### src/rtl/prl_pkg.sv
// rtl/prl_pkg.sv - shared types and helpers for the pixel-region trigger buffer
// Entry state encoding, overflow counter width and hit-word width helper.
package prl_pkg;

  typedef enum logic [1:0] {
    ENTRY_FREE = 2'd0,
    ENTRY_WAIT = 2'd1,
    ENTRY_TRIG = 2'd2
  } entry_state_e;

  localparam int OVF_CNT_BITS = 8;

  function automatic int word_bits(input int npix, input int tot_bits);
    return npix * (1 + tot_bits);
  endfunction

endpackage

### src/rtl/prl_entry.sv
// rtl/prl_entry.sv - one buffer slot: hit word, latency countdown and trigger ID
// Holds a word through its latency window, keeps it on a coincident L1, frees it on read.
module prl_entry
  import prl_pkg::*;
#(
  parameter int LAT_BITS  = 9,
  parameter int TID_BITS  = 5,
  parameter int WORD_BITS = 20
) (
  input  logic                 clk_i,
  input  logic                 rst_n_i,
  input  logic                 alloc_i,
  input  logic [WORD_BITS-1:0] word_i,
  input  logic [LAT_BITS-1:0]  lat_i,
  input  logic                 trig_i,
  input  logic [TID_BITS-1:0]  trig_id_i,
  input  logic [TID_BITS-1:0]  tid_req_i,
  input  logic                 read_i,
  output logic                 free_o,
  output logic                 match_o,
  output logic [WORD_BITS-1:0] word_o
);

  localparam logic [LAT_BITS-1:0] CNT_ONE = LAT_BITS'(1);

  entry_state_e         state_q, state_d;
  logic [LAT_BITS-1:0]  cnt_q, cnt_d;
  logic [TID_BITS-1:0]  tid_q, tid_d;
  logic [WORD_BITS-1:0] word_q, word_d;

  always_ff @(posedge clk_i or negedge rst_n_i) begin
    if (!rst_n_i) begin
      state_q <= ENTRY_FREE;
      cnt_q   <= '0;
      tid_q   <= '0;
      word_q  <= '0;
    end else begin
      state_q <= state_d;
      cnt_q   <= cnt_d;
      tid_q   <= tid_d;
      word_q  <= word_d;
    end
  end

  always_comb begin
    state_d = state_q;
    cnt_d   = cnt_q;
    tid_d   = tid_q;
    word_d  = word_q;
    case (state_q)
      ENTRY_FREE: begin
        if (alloc_i) begin
          state_d = ENTRY_WAIT;
          cnt_d   = lat_i;
          word_d  = word_i;
        end
      end
      ENTRY_WAIT: begin
        // A count of 1 means this edge is the expiry edge that samples L1.
        if (cnt_q > CNT_ONE) begin
          cnt_d = cnt_q - CNT_ONE;
        end else if (trig_i) begin
          state_d = ENTRY_TRIG;
          tid_d   = trig_id_i;
        end else begin
          state_d = ENTRY_FREE;
        end
      end
      ENTRY_TRIG: begin
        if (read_i) state_d = ENTRY_FREE;
      end
      default: state_d = ENTRY_FREE;
    endcase
  end

  assign free_o  = (state_q == ENTRY_FREE);
  assign match_o = (state_q == ENTRY_TRIG) && (tid_q == tid_req_i);
  assign word_o  = word_q;

endmodule

### src/rtl/pixel_region_trig_buffer.sv
// rtl/pixel_region_trig_buffer.sv - DEPTH-entry region latency/trigger buffer with token readout
// Optional dropped-write counter on OvfCnt when PRL_OVFCNT_EN is defined.
module pixel_region_trig_buffer
  import prl_pkg::*;
#(
  parameter int NPIX     = 4,
  parameter int TOT_BITS = 4,
  parameter int DEPTH    = 8,
  parameter int LAT_BITS = 9,
  parameter int TID_BITS = 5
) (
  input  logic                                   Clk,
  input  logic                                   ResetB,
  input  logic                                   Write,
  input  logic [NPIX-1:0]                        HitMap,
  input  logic [NPIX*TOT_BITS-1:0]               ToTs,
  input  logic [LAT_BITS-1:0]                    LatCnt,
  input  logic                                   L1Trig,
  input  logic [TID_BITS-1:0]                    TrigId,
  input  logic [TID_BITS-1:0]                    TrigIdReq,
  input  logic                                   Read,
  input  logic                                   TokIn,
  output logic                                   TokOut,
  output logic [word_bits(NPIX, TOT_BITS)-1:0]   DataOut,
  output logic                                   DataValid,
  output logic                                   Full
`ifdef PRL_OVFCNT_EN
  ,
  output logic [OVF_CNT_BITS-1:0]                OvfCnt
`endif
);

  localparam int WORD_BITS = word_bits(NPIX, TOT_BITS);
  localparam int IDX_BITS  = (DEPTH > 1) ? $clog2(DEPTH) : 1;

  logic [LAT_BITS-1:0]                 lat_eff;
  logic                                hit_write;
  logic [DEPTH-1:0]                    free_vec;
  logic [DEPTH-1:0]                    match_vec;
  logic [DEPTH-1:0]                    alloc_vec;
  logic [DEPTH-1:0]                    read_vec;
  logic [DEPTH-1:0][WORD_BITS-1:0]     entry_words;
  logic [IDX_BITS-1:0]                 sel_idx;
  logic                                any_match;

  assign lat_eff   = (LatCnt == '0) ? LAT_BITS'(1) : LatCnt;
  assign hit_write = Write && (HitMap != '0);

  // Allocation and read select both pick the lowest index; the downward scan
  // lets the last assignment win.
  always_comb begin
    alloc_vec = '0;
    sel_idx   = '0;
    for (int i = DEPTH - 1; i >= 0; i--) begin
      if (hit_write && free_vec[i]) begin
        alloc_vec    = '0;
        alloc_vec[i] = 1'b1;
      end
      if (match_vec[i]) sel_idx = IDX_BITS'(i);
    end
  end

  assign any_match = |match_vec;
  assign DataValid = any_match && !TokIn;
  assign DataOut   = DataValid ? entry_words[sel_idx] : '0;
  assign TokOut    = TokIn || any_match;
  assign Full      = ~|free_vec;

  always_comb begin
    read_vec = '0;
    if (Read && DataValid) read_vec[sel_idx] = 1'b1;
  end

  for (genvar g = 0; g < DEPTH; g++) begin : g_entry
    prl_entry #(
      .LAT_BITS (LAT_BITS),
      .TID_BITS (TID_BITS),
      .WORD_BITS(WORD_BITS)
    ) u_entry (
      .clk_i    (Clk),
      .rst_n_i  (ResetB),
      .alloc_i  (alloc_vec[g]),
      .word_i   ({HitMap, ToTs}),
      .lat_i    (lat_eff),
      .trig_i   (L1Trig),
      .trig_id_i(TrigId),
      .tid_req_i(TrigIdReq),
      .read_i   (read_vec[g]),
      .free_o   (free_vec[g]),
      .match_o  (match_vec[g]),
      .word_o   (entry_words[g])
    );
  end

`ifdef PRL_OVFCNT_EN
  logic [OVF_CNT_BITS-1:0] ovf_q, ovf_d;

  always_comb begin
    ovf_d = ovf_q;
    if (hit_write && Full && (ovf_q != '1)) ovf_d = ovf_q + OVF_CNT_BITS'(1);
  end

  always_ff @(posedge Clk or negedge ResetB) begin
    if (!ResetB) ovf_q <= '0;
    else         ovf_q <= ovf_d;
  end

  assign OvfCnt = ovf_q;
`endif

endmodule

### config.mk
export PLATFORM = sky130hd
export DESIGN_NAME = pixel_region_trig_buffer
export DESIGN_NICKNAME = d
export VERILOG_FILES = /design/src/rtl/prl_pkg.sv /design/src/rtl/prl_entry.sv /design/src/rtl/pixel_region_trig_buffer.sv
export SDC_FILE = /design/constraint.sdc
export NUM_CORES = 1
export LEC_CHECK = 0
export ABC_AREA = 1
export BUFFER_PORTS_ARGS = -buffer_cell sky130_fd_sc_hd__buf_4
export CAP_MARGIN = 20
export CORE_MARGIN = 1
export CORE_UTILIZATION = 61
export DETAILED_ROUTE_END_ITERATION = 8
export GPL_TIMING_DRIVEN = 0
export MAX_ROUTING_LAYER = met4
export PLACE_DENSITY = 0.79
export SKIP_LAST_GASP = 1
export SLEW_MARGIN = 10
export SYNTH_ARGS = -nofsm -noshare
export SYNTH_HDL_FRONTEND = slang
export SYNTH_SLANG_ARGS = --single-unit
### constraint.sdc
create_clock -name Clk -period 2.4 [get_ports Clk]
set_input_delay 0.48 -clock Clk [delete_from_list [all_inputs] [get_ports Clk]]
set_output_delay 0.48 -clock Clk [all_outputs]
set_load 0.01 [all_outputs]
==> qor.yml <==
vias: 14271
syn_area_um2: 15100
clock-sinks: 288
max_cap_viol_count: 0
antenna_found_initial: 0
grt_overflow: 0
viasPerCell: 5.68
worstPathArrival_ns: 2.72
cp-endpoint: "DataOut[17]"
status: "complete, but fails checks"
switching_share: 0.309
reg2reg_to: "g_entry[6].u_entry.cnt_q[6]$_DFFE_PN0P_"
crit_path_max_fanout: 6
max_clock_freq_ghz: 0.313
cp.required_ns: 1.92
gp_congestion: 0.918
seq_power_share: 0.432
drive_above_1_share: 0.144
r2r_slack_ns: 0.15
clk_path_buf_depth: 3
slew_headroom: 0.265
post-route-util: 0.736
grt_use_total: 0.343
grt_pass1_vias: 13565
start_kind: "flop"
ant_nets: 0
max_slew.worst_pin.slew_ns: 1.10
maxSlewViolCount: 0
htree_levels: 1
drt_wl_total_mm: 42.5
drt-initial-drc-count: 1259
start_util: 0.622
coreArea_um2: 24200
synthCells: 2040
path_cells: "inv_2 > nor2_2 > nand2_1 > nor2_1 > nand3_1 > nand2_2 > nand2_4 > nand2_4 > nor2_4 > buf_12 > buf_8 > nand2_4 > nand2_2 > nor2_2 > nand3_2 > a21oi_2 > buf_4"
grt_pass1_wl_mm: 67.6
yosysSeqAreaShare: 0.478
power.density_nw_per_um2: 756
worstReg2RegStart: "g_entry[3].u_entry.state_q[0]$_DFFE_PN0P_"
postSynthAreaPerCell_um2: 7.39
setup_viol: 23
nets: 2223
vdd_ir_drop_max_v: 0.000646
finalCritPeriodShare: 1.33
syn_nets: 2101
insertion_delay_ns: 0.59
min_period_ns: 3.20
p_comb_frac: 0.202
dieArea_um2: 25400
io_buffers: 61
timing.final.ws_setup_ns: -0.798
grt_max_degree: 111
fin_skew_ns: 0.0333
rows: 57
power.share.clock: 0.366
wl_per_cell_um: 16.9
hold_viol: 0
cpMostUsedCell: "nand2_4"
crit_slowest_cell: "dfrtp_1"
hpwl_mm: 28.2
cts_tree: "done"
first_pass_iters: 6
synth_flop_cell: "dfrtp_1"
p_sw_w: 0.00417
dp.cells: 2427
synth-seq-cells: 288
netlist_top_cells_area: "dfrtp_1, nand2_1, o21ai_0, inv_1, nor2_1"
yosysWarnings: 0
synth_edf_count: 0
synth.largest_area_cell: "dfrtp_1"
ff2ff_path_depth: 12
critPathMaxStageDelay_ns: 0.35
insertedDiodeCount: 0
syn2layout_area_growth_pct: 18.4
violations: "setup timing"
p_int_w: 0.00933
die_w_um: 159
path_class: "reg -> out"
instances_no_fill: 2511
cts_made_buffers: 31
num_io_pins: 68
path_clk_slew_ns: 0.06
synth_cell_types: 45
end_kind: "output port"
critPathLaunch: "g_entry[7].u_entry.state_q[1]$_DFFE_PN0P_"
async_flop_share: 1.00
rsz0062_at_grt: "true"
yosysTopAreaCellShare: 0.478
p_leak_nw: 8.43
die_h_um: 159
hold_class: "in -> reg"
drc_errors: 0
root_buffer: "clkbuf_16"
-- state kept, by name, summed over array words and instances, names as in the netlist --
name and flops:
g_entry.u_entry.word_o 160, g_entry.u_entry.cnt_q 72, g_entry.u_entry.tid_q 40, g_entry.u_entry.state_q 16
-- final cells by class --
type                       instances  area, um^2
buffer                            86         517
tap                              324         405
clock buffer                      45         898
sequential                       288        7210
timing repair buffer              90         813
clock inverter                    13         159
multi-input combinational       1401        6850
inverter                         264        1000
fill                            1911        6390
-- worst min path at each step --
stage	start	endpoint	cells after the start	slack, ns
2_1_floorplan	ResetB	g_entry[0].u_entry.cnt_q[0]$_DFFE_PN0P_	0	0.18
3_3_place_gp	g_entry[0].u_entry.word_o[8]$_DFFE_PN0P_	g_entry[0].u_entry.word_o[8]$_DFFE_PN0P_	2	0.46
3_5_place_dp	g_entry[0].u_entry.word_o[9]$_DFFE_PN0P_	g_entry[0].u_entry.word_o[9]$_DFFE_PN0P_	2	0.47
4_1_cts	ToTs[14]	g_entry[1].u_entry.word_o[14]$_DFFE_PN0P_	3	0.09
5_1_grt	ToTs[1]	g_entry[1].u_entry.word_o[1]$_DFFE_PN0P_	3	0.13
6_report	ToTs[14]	g_entry[1].u_entry.word_o[14]$_DFFE_PN0P_	3	0.11
-- what timing repair did --
action                                 in CTS  in global routing
hold buffers                                1                  0
pin swaps                                  19                 56
resized for setup                          65                101
setup buffers                              11                 13
gates cloned                                1                  2
setup endpoints to repair                  23                110
endpoints found under the hold margin      85                  0
-- cells in the mapped netlist (2+ instances only) --
library cell,n
a21oi_1,54
a22o_1,2
a22oi_1,5
a2bb2oi_1,2
a31oi_1,14
buf_2,15
buf_4,7
buf_6,6
clkbuf_1,57
clkinv_1,2
dfrtp_1,288
ha_1,16
inv_1,252
inv_2,9
nand2_1,582
nand2_2,5
nand2_4,4
nand3_1,82
nand3b_1,4
nand4_1,9
nor2_1,197
nor2_2,3
nor2_4,4
nor3_1,15
nor4_1,5
o2111ai_1,2
o211ai_1,19
o21ai_0,306
o21ai_1,10
o21ai_2,3
o22ai_1,8
o31ai_1,2
or2_0,7
or2_1,11
or2_2,16
or3_1,2
xnor2_1,2
xor2_1,6
-- power by group through the flow --
| stage | Sequential [W] | Combinational, W | Clock (W) |
|---|---|---|---|
| floorplan | 0.00579 | 0.00179 | 0 |
| global placement | 0.00585 | 0.00239 | 0 |
| detailed placement | 0.00588 | 0.00250 | 0 |
| CTS | 0.00581 | 0.00261 | 0.00497 |
| global route | 0.00589 | 0.00308 | 0.00516 |
| finish | 0.00583 | 0.00273 | 0.00494 |
-- logic make-up (layout without fill, tap and decap cells) --
group / count (synthesis) / count (layout) / synth area share
DFF: 288 / 288 / 0.478
xor gates and xnor gates: 8 / 8 / 0.00465
buffers and inverters: 351 / 498 / 0.0936
and+or+nand+nor: 947 / 947 / 0.259
AOI/OAI and AO/OA: 430 / 430 / 0.152
adders and majority gates: 16 / 16 / 0.0133
-- stage by stage --
| step | setup WS (ns) | TNS, ns | hold slack, ns | area [um^2] | total power, W |
|---|---|---|---|---|---|
| floorplan | 0.00312 | 0 | 0.184 | 15100 | 0.00758 |
| global placement | -1.66 | -499.44 | 0.458 | 15900 | 0.00824 |
| detailed placement | -0.655 | -34.78 | 0.466 | 16000 | 0.00838 |
| CTS | -0.788 | -15.28 | 0.0950 | 17400 | 0.0134 |
| global route | -0.946 | -20.19 | 0.130 | 17900 | 0.0141 |
| finish | -0.798 | -15.77 | 0.108 | 17900 | 0.0135 |
-- routing by layer --
metal / track usage / vias to the layer above / share of wire
li1: - / 6726 / -
met1: 0.430 / 6843 / 0.40
met2: 0.576 / 595 / 0.50
met3: 0.0365 / 107 / 0.068
met4: 0.132 / 0 / 0.036
met5: - / - / 0
-- placed cells by master (no fill, tap or decap), types with 14 or more instances in the layout --
master	Yosys	final
buf_4	7	86
inv_2	9	15
inv_1	252	244
nor2_2	3	20
dfrtp_1	288	287
nand2_2	5	19
nor2_1	197	174
ha_1	16	16
o21ai_0	306	303
clkbuf_1	57	56
o211ai_1	19	19
or2_2	16	16
clkbuf_16	0	33
nand2_4	4	15
nand3_1	82	70
a21oi_1	54	35
nand2_1	582	557
a21oi_2	0	19
a31oi_1	14	14
nor3_1	15	15
-- critical path: cells and delay by family, from the launching register on --
kind	cells	cell delay [ns]
compound gates	1	0.17
flops	1	0.35
buf+inv	4	0.48
simple gates	12	1.17
Note: power is estimated with default switching activity, not from simulation.
